$ cat config.mk
export PLATFORM = sky130hd
export DESIGN_NAME = if_inst_queue
export DESIGN_NICKNAME = d
export VERILOG_FILES = /design/src/rtl/if_inst_queue.sv
export SDC_FILE = /design/constraint.sdc
export NUM_CORES = 1
export LEC_CHECK = 0
export ABC_AREA = 1
export ABC_CLOCK_PERIOD_IN_PS = 3690
export CORE_ASPECT_RATIO = 1.1
export CORE_MARGIN = 1
export CORE_UTILIZATION = 35
export DETAILED_ROUTE_END_ITERATION = 12
export DONT_BUFFER_PORTS = 1
export GPL_ROUTABILITY_DRIVEN = 0
export PLACE_DENSITY_LB_ADDON = 0.08
export SKIP_LAST_GASP = 1
export SLEW_MARGIN = 20
export SYNTH_ARGS = -nofsm -noshare
export SYNTH_HDL_FRONTEND = slang
export SYNTH_SLANG_ARGS = --single-unit
$ cat constraint.sdc
create_clock -name clk -period 3.69 [get_ports clk]
set_clock_uncertainty 0.05 [all_clocks]
set_input_delay 0.5535 -clock clk [delete_from_list [all_inputs] [get_ports clk]]
set_output_delay 0.5535 -clock clk [all_outputs]
set_load 0.01 [all_outputs]
$ cat src/rtl/if_inst_queue.sv
// Instruction fetch queue: buffers {pc, inst} beats from the instruction SRAM for decode.
// Optional same-cycle bypass when empty is enabled by defining IFQ_BYPASS_EN.
module if_inst_queue #(
    parameter int          DEPTH        = 4,
    parameter int          IN_FLIGHT    = 1,
    parameter logic [31:0] RESET_PC_TAG = 32'h1bfffffc
) (
    input  logic        clk,
    input  logic        rst,
    input  logic        fetch_valid,
    input  logic [31:0] fetch_pc,
    input  logic [31:0] fetch_inst,
    output logic        fetch_ready,
    output logic        id_valid,
    output logic [31:0] id_pc,
    output logic [31:0] id_inst,
    input  logic        id_ready,
    input  logic        flush,
    output logic        ovf_err
);
    localparam int AW = $clog2(DEPTH);
    localparam int CW = AW + 1;

    logic [DEPTH-1:0][31:0] r_pc;
    logic [DEPTH-1:0][31:0] r_inst;
    logic [AW-1:0]          r_wr_ptr;
    logic [AW-1:0]          r_rd_ptr;
    logic [CW-1:0]          r_count;
    logic                   r_ovf;

    logic          w_empty;
    logic          w_full;
    logic          w_beat;
    logic          w_pop;
    logic          w_push;
    logic          w_byp_take;
    logic [CW-1:0] w_free;

    assign w_empty = (r_count == '0);
    assign w_full  = (r_count == CW'(DEPTH));
    assign w_beat  = fetch_valid & ~flush;
    // Array pop only: a bypassed beat never occupied a slot.
    assign w_pop   = ~w_empty & id_ready & ~flush;

`ifdef IFQ_BYPASS_EN
    assign w_byp_take = w_empty & w_beat & id_ready;
    always_comb begin
        id_valid = ~w_empty | w_beat;
        id_pc    = RESET_PC_TAG;
        id_inst  = 32'h0;
        if (!w_empty) begin
            id_pc   = r_pc[r_rd_ptr];
            id_inst = r_inst[r_rd_ptr];
        end else if (w_beat) begin
            id_pc   = fetch_pc;
            id_inst = fetch_inst;
        end
    end
`else
    assign w_byp_take = 1'b0;
    always_comb begin
        id_valid = ~w_empty;
        id_pc    = RESET_PC_TAG;
        id_inst  = 32'h0;
        if (!w_empty) begin
            id_pc   = r_pc[r_rd_ptr];
            id_inst = r_inst[r_rd_ptr];
        end
    end
`endif

    // Full is writable only when the head leaves in the same cycle.
    assign w_push = w_beat & (~w_full | w_pop) & ~w_byp_take;

    // count never exceeds DEPTH, so the subtraction cannot wrap.
    assign w_free      = CW'(DEPTH) - r_count;
    assign fetch_ready = {{(32-CW){1'b0}}, w_free} > 32'(IN_FLIGHT);
    assign ovf_err     = r_ovf;

    always_ff @(posedge clk) begin
        if (!rst) begin
            r_wr_ptr <= '0;
            r_rd_ptr <= '0;
            r_count  <= '0;
            r_ovf    <= 1'b0;
            for (int i = 0; i < DEPTH; i++) begin
                r_pc[i]   <= '0;
                r_inst[i] <= '0;
            end
        end else if (flush) begin
            r_wr_ptr <= '0;
            r_rd_ptr <= '0;
            r_count  <= '0;
        end else begin
            if (w_push) begin
                r_pc[r_wr_ptr]   <= fetch_pc;
                r_inst[r_wr_ptr] <= fetch_inst;
                r_wr_ptr         <= r_wr_ptr + AW'(1);
            end
            if (w_pop)
                r_rd_ptr <= r_rd_ptr + AW'(1);
            r_count <= r_count + {{AW{1'b0}}, w_push} - {{AW{1'b0}}, w_pop};
            if (w_beat && w_full && !w_pop)
                r_ovf <= 1'b1;
        end
    end
endmodule
## Word-level counts from Yosys, hierarchy flattened

Index checks and enable logic that the tools add are counted.

| storage, ports and cells | value |
|---|---|
| bits in registers | 264 |
| input bits | 69 |
| output and inout bits | 67 |
| word-level logic and storage cells | 49 |

| operators by class | value |
|---|---|
| $add $sub $neg | 5 |
| $lt $le $gt $ge | 4 |
| equal/unequal tests | 1 |
| multiplexer cells | 10 |
| bitwise logic cells | 9 |
| reduce and logical (&&, ||, !) cells | 8 |

Operators by type and width:

| kind | count |
|---|---|
| bitwise mux 128 bit | 2 |
| two-way mux 32 bit | 5 |
| binary-select mux 32 bit (select 2 bit) | 2 |
| demux 32 bit (select 2 bit) | 1 |
| < comparator 2 x 3 -> 1 bit, second input constant | 2 |
| adder 2 x 1 -> 2 bit, second input constant | 2 |
| AND 1 bit | 4 |
| inverter 1 bit | 4 |
| AND reduction 2 bit | 2 |
| adder 3 x 1 -> 3 bit | 1 |
| equality test 3 bit, second input constant | 1 |
| greater-than comparator 3 x 1 -> 1 bit, second input constant | 1 |
| logical AND 1 bit | 3 |
| zero test 3 bit | 1 |
| subtractor 3 x 1 -> 3 bit | 1 |
| subtractor 3 bit, first input constant | 1 |
| >= comparator 2 x 1 -> 1 bit, second input constant | 1 |
| OR reduction 2 bit | 1 |
| zero test 1 bit | 1 |
| OR 1 bit | 1 |

## Logic depth before layout (Yosys ltp)

Gate-level depths: netlist (run 1).

| logic depth | value |
|---|---|
| depth after elaboration | 8 |
| mapped depth | 17 |
| depth with buffers taken out | 15 |

## Least setup slack after synthesis (run 1)

No wires, ideal clock.

| path | value |
|---|---|
| kind | register to register |
| start | register r_count[1] |
| end | register r_count[2] |
| setup time | 0.070 ns |
| arrival time | 2.557 ns |
| required time | 3.570 ns |
| setup slack | 1.014 ns |
| stages on the path, launching flop included | 18 |
| path buffers | 2 |
| clock period less this slack | 2.676 ns |
| cell sequence | dfxtp_1 > inv_1 > ha_1 > ha_1 > nor2_1 > nand2_1 > nand2_1 > buf_4 > buf_4 > nand2_1 > ha_1 > inv_1 > ha_1 > inv_1 > fa_1 > inv_1 > or2_2 > a21oi_1 |

| between the ends | value |
|---|---|
| word-level cells in the longest chain between the ends | 8 |
| elaborated cells between the ends (all ways) | 10 |
| those cells by class | 2 x add/sub; 1 x eq/ne; 6 x bitwise; 1 x reduce/logical |

RTL lines:

| item | RTL line | RTL |
|---|---|---|
| from (decl) | 28 | `logic [CW-1:0] r_count;` |
| from (signal assigned) | 102 | `r_count <= r_count + {{AW{1'b0}}, w_push} - {{AW{1'b0}}, w_pop};` |
| zero test 3 bit | 39 | `assign w_empty = (r_count == '0);` |
| inverter 1 bit | 43 | `assign w_pop = ~w_empty & id_ready & ~flush;` |
| AND 1 bit (2 in series) | 43 |  |
| OR 1 bit | 73 | `assign w_push = w_beat & (~w_full \| w_pop) & ~w_byp_take;` |
| AND 1 bit | 73 |  |
| adder 3 x 1 -> 3 bit | 102 |  |
| subtractor 3 x 1 -> 3 bit * | 102 |  |

Mark *: on every way between the ends. The rest lies on a longest branch, timed or not.
A chain may end at the register's enable or synchronous reset.

## Worst setup path in the final report (run 1)

| path | value |
|---|---|
| start | register r_count[1] |
| end | output id_pc[5] |

| between the ends | value |
|---|---|
| word-level cells in the longest chain between the ends | 2 |

RTL lines:

| item | RTL line | RTL |
|---|---|---|
| zero test 3 bit | 39 |  |
| two-way mux 32 bit | 65 | `if (!w_empty) begin` |
| to (decl) | 15 | `output logic [31:0] id_pc,` |

Every way passes these cells.

==> results of run 1 <==
## final cells by class
type / instances / area, sq um / area share [%]
well taps: 560 / 701 / 4.36
inverters: 592 / 2220 / 13.9
flip-flops and latches: 264 / 5290 / 32.9
clock inverters: 1 / 5.00 / 0.0312
clock buffers: 61 / 1110 / 6.89
multi-input cells: 1387 / 6500 / 40.4
repair buffers: 27 / 240 / 1.50
## report_power, final
group          switching (mW)  total (mW)  internal, mW
registers              0.0277        2.94          2.92
clock network            1.31        3.33          2.02
logic                   0.383       0.537         0.153
## flip-flops by register name, indices dropped and copies added, names as in the netlist
name,flops
ovf_err,1
r_count,3
r_inst,128
r_pc,128
r_rd_ptr,2
r_wr_ptr,2
## critical path, cell delays in order, from the launching register on
cell     delay [ps]
dfxtp_1         360
inv_1            70
ha_1            160
ha_2            490
buf_4           430
inv_1            70
buf_4           240
o21ai_0         260
## routing by layer
metal | vias to the layer above | share of wire, % | wire length [microns] | GRT usage (%)
met2 | 273 | 47 | 21900 | 37.6
li1 | 7180 | - | - | -
met4 | 2 | 1.5 | 691 | 4.42
met5 | - | 0.028 | 13 | 0
met3 | 47 | 5.2 | 2420 | 4.39
met1 | 6169 | 46 | 21600 | 28.4
## stage by stage
step | setup WS (ps) | instance area, sq um | hold slack [ps]
after floorplan | 1010 | 14700 | 423
after global placement | 911 | 14900 | 440
after detailed placement | 884 | 14900 | 442
after CTS | 364 | 16100 | 71.7
after global routing | 263 | 16100 | 73.7
final | 441 | 16100 | 90.9
## logic make-up after synthesis
family,Yosys count,synth area share [%]
AOI/OAI and AO/OA,328,11.2
xor gates and xnor gates,1,0.0595
adders and majority gates,11,0.985
buffers and inverters,779,20.7
DFF,264,35.9
and+or+nand+nor,1047,31.2
## cell usage in the layout, fill, tap and decap left out, types with 2 or more instances in the layout
master	n
nand3_1	3
o21ai_0	152
nand4_1	256
o21ai_1	5
buf_4	24
inv_1	590
clkbuf_16	37
ha_4	4
clkbuf_8	9
ha_1	5
nor2_1	263
clkbuf_1	15
dfxtp_1	262
a21oi_1	170
nand2_1	518
buf_12	3
nand3_4	4
dfxtp_2	2
## final timing paths
path | start | slack [ps] | to | cells after the start
worst max register to register | r_count[1]$_SDFF_PP0_ | 880 | r_count[2]$_SDFF_PP0_ | 15
worst min register to register | r_pc[30]$_SDFFE_PN0P_ | 450 | r_pc[30]$_SDFFE_PN0P_ | 4
worst min-delay path | rst | 90 | r_pc[80]$_SDFFE_PN0P_ | 2
worst max-delay path | r_count[1]$_SDFF_PP0_ | 440 | id_pc[5] | 7
==> metrics, run 1 <==
nets 2387; Synth area leaders dfxtp_1 (36%), inv_1 (15%), nand2_1 (13%), nand4_1 (11%), nor2_1 (6.7%); setup TNS 0 ps; Worst EP arrival 2650 ps; Syn Std Cell Area 14700 sq um; asr flop ratio synth 0%; post-layout utilization of the core 38.8%; measured slew at the worst slew-check pin 1030 ps; largest net degree at the start of global routing 258; Synth cell types 20; Layout area overhead 9.04%; die area 42900 sq um; # diodes 0; Post-synth EDFFs 0; fin crit share 88.1%; Root Driver clkbuf_16; Vias/cell 4.73; CTS resizes 0; Mapped Cells 2430; Worst Hold Class in -> reg; post-synth top area cell dfxtp_1; max-cap viol count 0; Post-CTS Setup Inserts 0; Fin. Hold Viols 0; DR vias 13671; power consumption 6.81 mW; fmax 308 MHz; Yosys Warn Count 0; status finished clean; top-count cell post-synth inv_1; dpl hpwl 24600 microns; Crit Path Max Fanout 27; RSZ-0062 raised after global routing false; maximum vdd drop 0.269 mV; Post-synth top cells inv_1 (591), nand2_1 (519), dfxtp_1 (264), nor2_1 (264), nand4_1 (256); Avg WL per Cell 16.1 microns; first-pass GRT wire length 73700 microns; antenna violations before repair 1; CP required 3090 ps; top cell type's share of synthesized area 35.9%; Core ar. 41400 sq um; row count 78; post-route ant nets 0; P per Cell Area 424 nW/um^2; share of cells above drive strength 1 3.86%; CTS buffer count 35; Worst setup EP type primary output; DRT iter0 DRCs 754; Syn Area/Cell 6.06 sq um; DRC Markers 0; sequential fraction of the synthesis area 35.9%; placed cells 2830; H-tree levels 2; filler instances 4554; Die Wd 198 microns; CTS Buffer Depth 3; Clock Sinks 264; synthesized flop and latch total 264; final setup fails 0; CTS tree done; clock transition at the registers of the reported paths 50 ps; worst skew pair latency 530 ps; fin cells 2892; Final min period 3250 ps; Ports 136; syn nets 2510; Slew Limit Fails 0; crit path kind reg -> out; grt ovf 0; total track usage 22.0%; DR pass1 iterations 4; relative slew slack 31.5%; starting density of the core 35.6%; startpoint type of the worst setup path register; die height 217 microns; port buffer count 0; vias in the first global route 12796; final wirelength 46600 microns; top_reg_cell synth dfxtp_1; P_leak 7.44 nW; CTS Hold Buffers Added 0
(Power assumes the default switching activity.)
==> run 2, diff against run 1 <==
Settings changed: CTS_BUF_LIST set to sky130_fd_sc_hd__clkbuf_4, CTS_CLUSTER_SIZE set to 25, HOLD_SLACK_MARGIN set to 0.08.
==> metrics, run 2 (synthesis results as in run 1) <==
status finished clean; CTS resizes 0; Clock Sinks 264; total track usage 22.8%; FF/Latch Area 5290 sq um; setup TNS 0 ps; largest net degree at the start of global routing 198; die area 42900 sq um; fin crit share 93.5%; crit path kind reg -> out; antenna violations before repair 4; Layout area overhead 15.9%; most frequent cells in the layout inv_1 (590), nand2_1 (518), nor2_1 (263), dfxtp_1 (262), nand4_1 (256); Worst Hold Class in -> reg; CTS Buffer Depth 3; DR pass1 iterations 5; measured slew at the worst slew-check pin 1050 ps; area of the multi-input gates 6500 sq um; nets 2552; DR vias 14583; Worst EP arrival 2850 ps; max-cap viol count 0; CTS tree done; startpoint type of the worst setup path register; Hold WS 273 ps; grt ovf 0; starting density of the core 35.6%; post-route ant nets 0; maximum vdd drop 0.191 mV; Crit Path Max Fanout 27; biggest regs r_inst (128), r_pc (128), r_count (3); DRC Markers 0; Design Area, Final 17100 sq um; Worst Slack Setup Final 241 ps; Vias/cell 4.73; Avg WL per Cell 15.6 microns; worst skew pair latency 740 ps; Core ar. 41400 sq um; share of cells above drive strength 1 6.39%; post-layout utilization of the core 41.3%; dpl hpwl 24600 microns; fmax 290 MHz; CP required 3090 ps; first-pass GRT wire length 76700 microns; Ports 136; H-tree levels 3; die height 217 microns; relative slew slack 29.8%; final wirelength 48200 microns; pre-CTS setup slack 884 ps; Fin. Hold Viols 0; placed cells 2830; Root Driver clkbuf_4; port buffer count 0; Worst R2R Path Depth 11; hold path depth 5; power consumption 6.36 mW; DRT iter0 DRCs 677; fin cells 3080; filler instances 4589; Slew Limit Fails 0; P per Cell Area 372 nW/um^2; P_leak 7.96 nW; Worst setup EP type primary output; vias in the first global route 13856; most common cell after layout, fill and taps aside inv_1; Final min period 3450 ps; final setup fails 0; DP Area 14900 sq um; row count 78; clock transition at the registers of the reported paths 50 ps; Die Wd 198 microns; RSZ-0062 raised after global routing false; CTS buffer count 82
-- run 2: cell count changes in the layout (fill, tap and decap cells not counted) --
cell	change
diode_2	+2
dlygate4sd3_1	+117
clkinv_1	+13
clkbuf_16	-37
inv_2	+2
clkbuf_8	-9
clkbuf_4	+115
buf_16	+1
clkbuf_1	-15
clkinv_2	-1
-- run 2: area by class of cell --
class	count	area share, %
flip-flops and latches	264	31.0
inverters	592	13.0
clock inverters	15	0.330
well taps	560	4.10
clock buffers	115	5.06
diodes	2	0.0293
repair buffers	145	8.43
multi-input cells	1387	38.1
-- run 2: what timing repair did --
action                     in CTS  in global routing
hold buffers                  118                  0
setup endpoints to repair       0                  0
hold endpoints to repair      264                  0
setup buffers                   0                  0
-- run 2: power by group --
part           total [mW]  internal (mW)  switching, mW
clock network        2.73           1.41           1.32
registers            2.94           2.92         0.0278
logic               0.684          0.242          0.442
-- run 2: per-layer routing --
| layer | vias up | wire (microns) | part of all wire (%) | global-route usage, % |
|---|---|---|---|---|
| li1 | 7551 | - | - | - |
| met1 | 6607 | 21700 | 45 | 28.7 |
| met2 | 345 | 22700 | 47 | 38.6 |
| met3 | 76 | 2670 | 5.5 | 4.57 |
| met4 | 4 | 1010 | 2.1 | 7.60 |
| met5 | - | 27 | 0.056 | 0 |
-- run 2: critical path: stages, from the launching register on --
cell and delay (ps):
dfxtp_1 360, inv_1 70, ha_1 160, ha_2 490, buf_4 430, inv_1 70, buf_4 240, o21ai_0 270
-- run 2: final timing paths --
| kind | start | to | slack (ps) |
|---|---|---|---|
| worst max register to register | r_count[1]$_SDFF_PP0_ | r_pc[72]$_SDFFE_PN0P_ | 390 |
| worst min register to register | r_inst[29]$_SDFFE_PN0P_ | r_inst[29]$_SDFFE_PN0P_ | 450 |
| worst min-delay path | fetch_valid | r_wr_ptr[1]$_SDFFE_PP0P_ | 270 |
| worst max-delay path | r_count[1]$_SDFF_PP0_ | id_pc[5] | 240 |
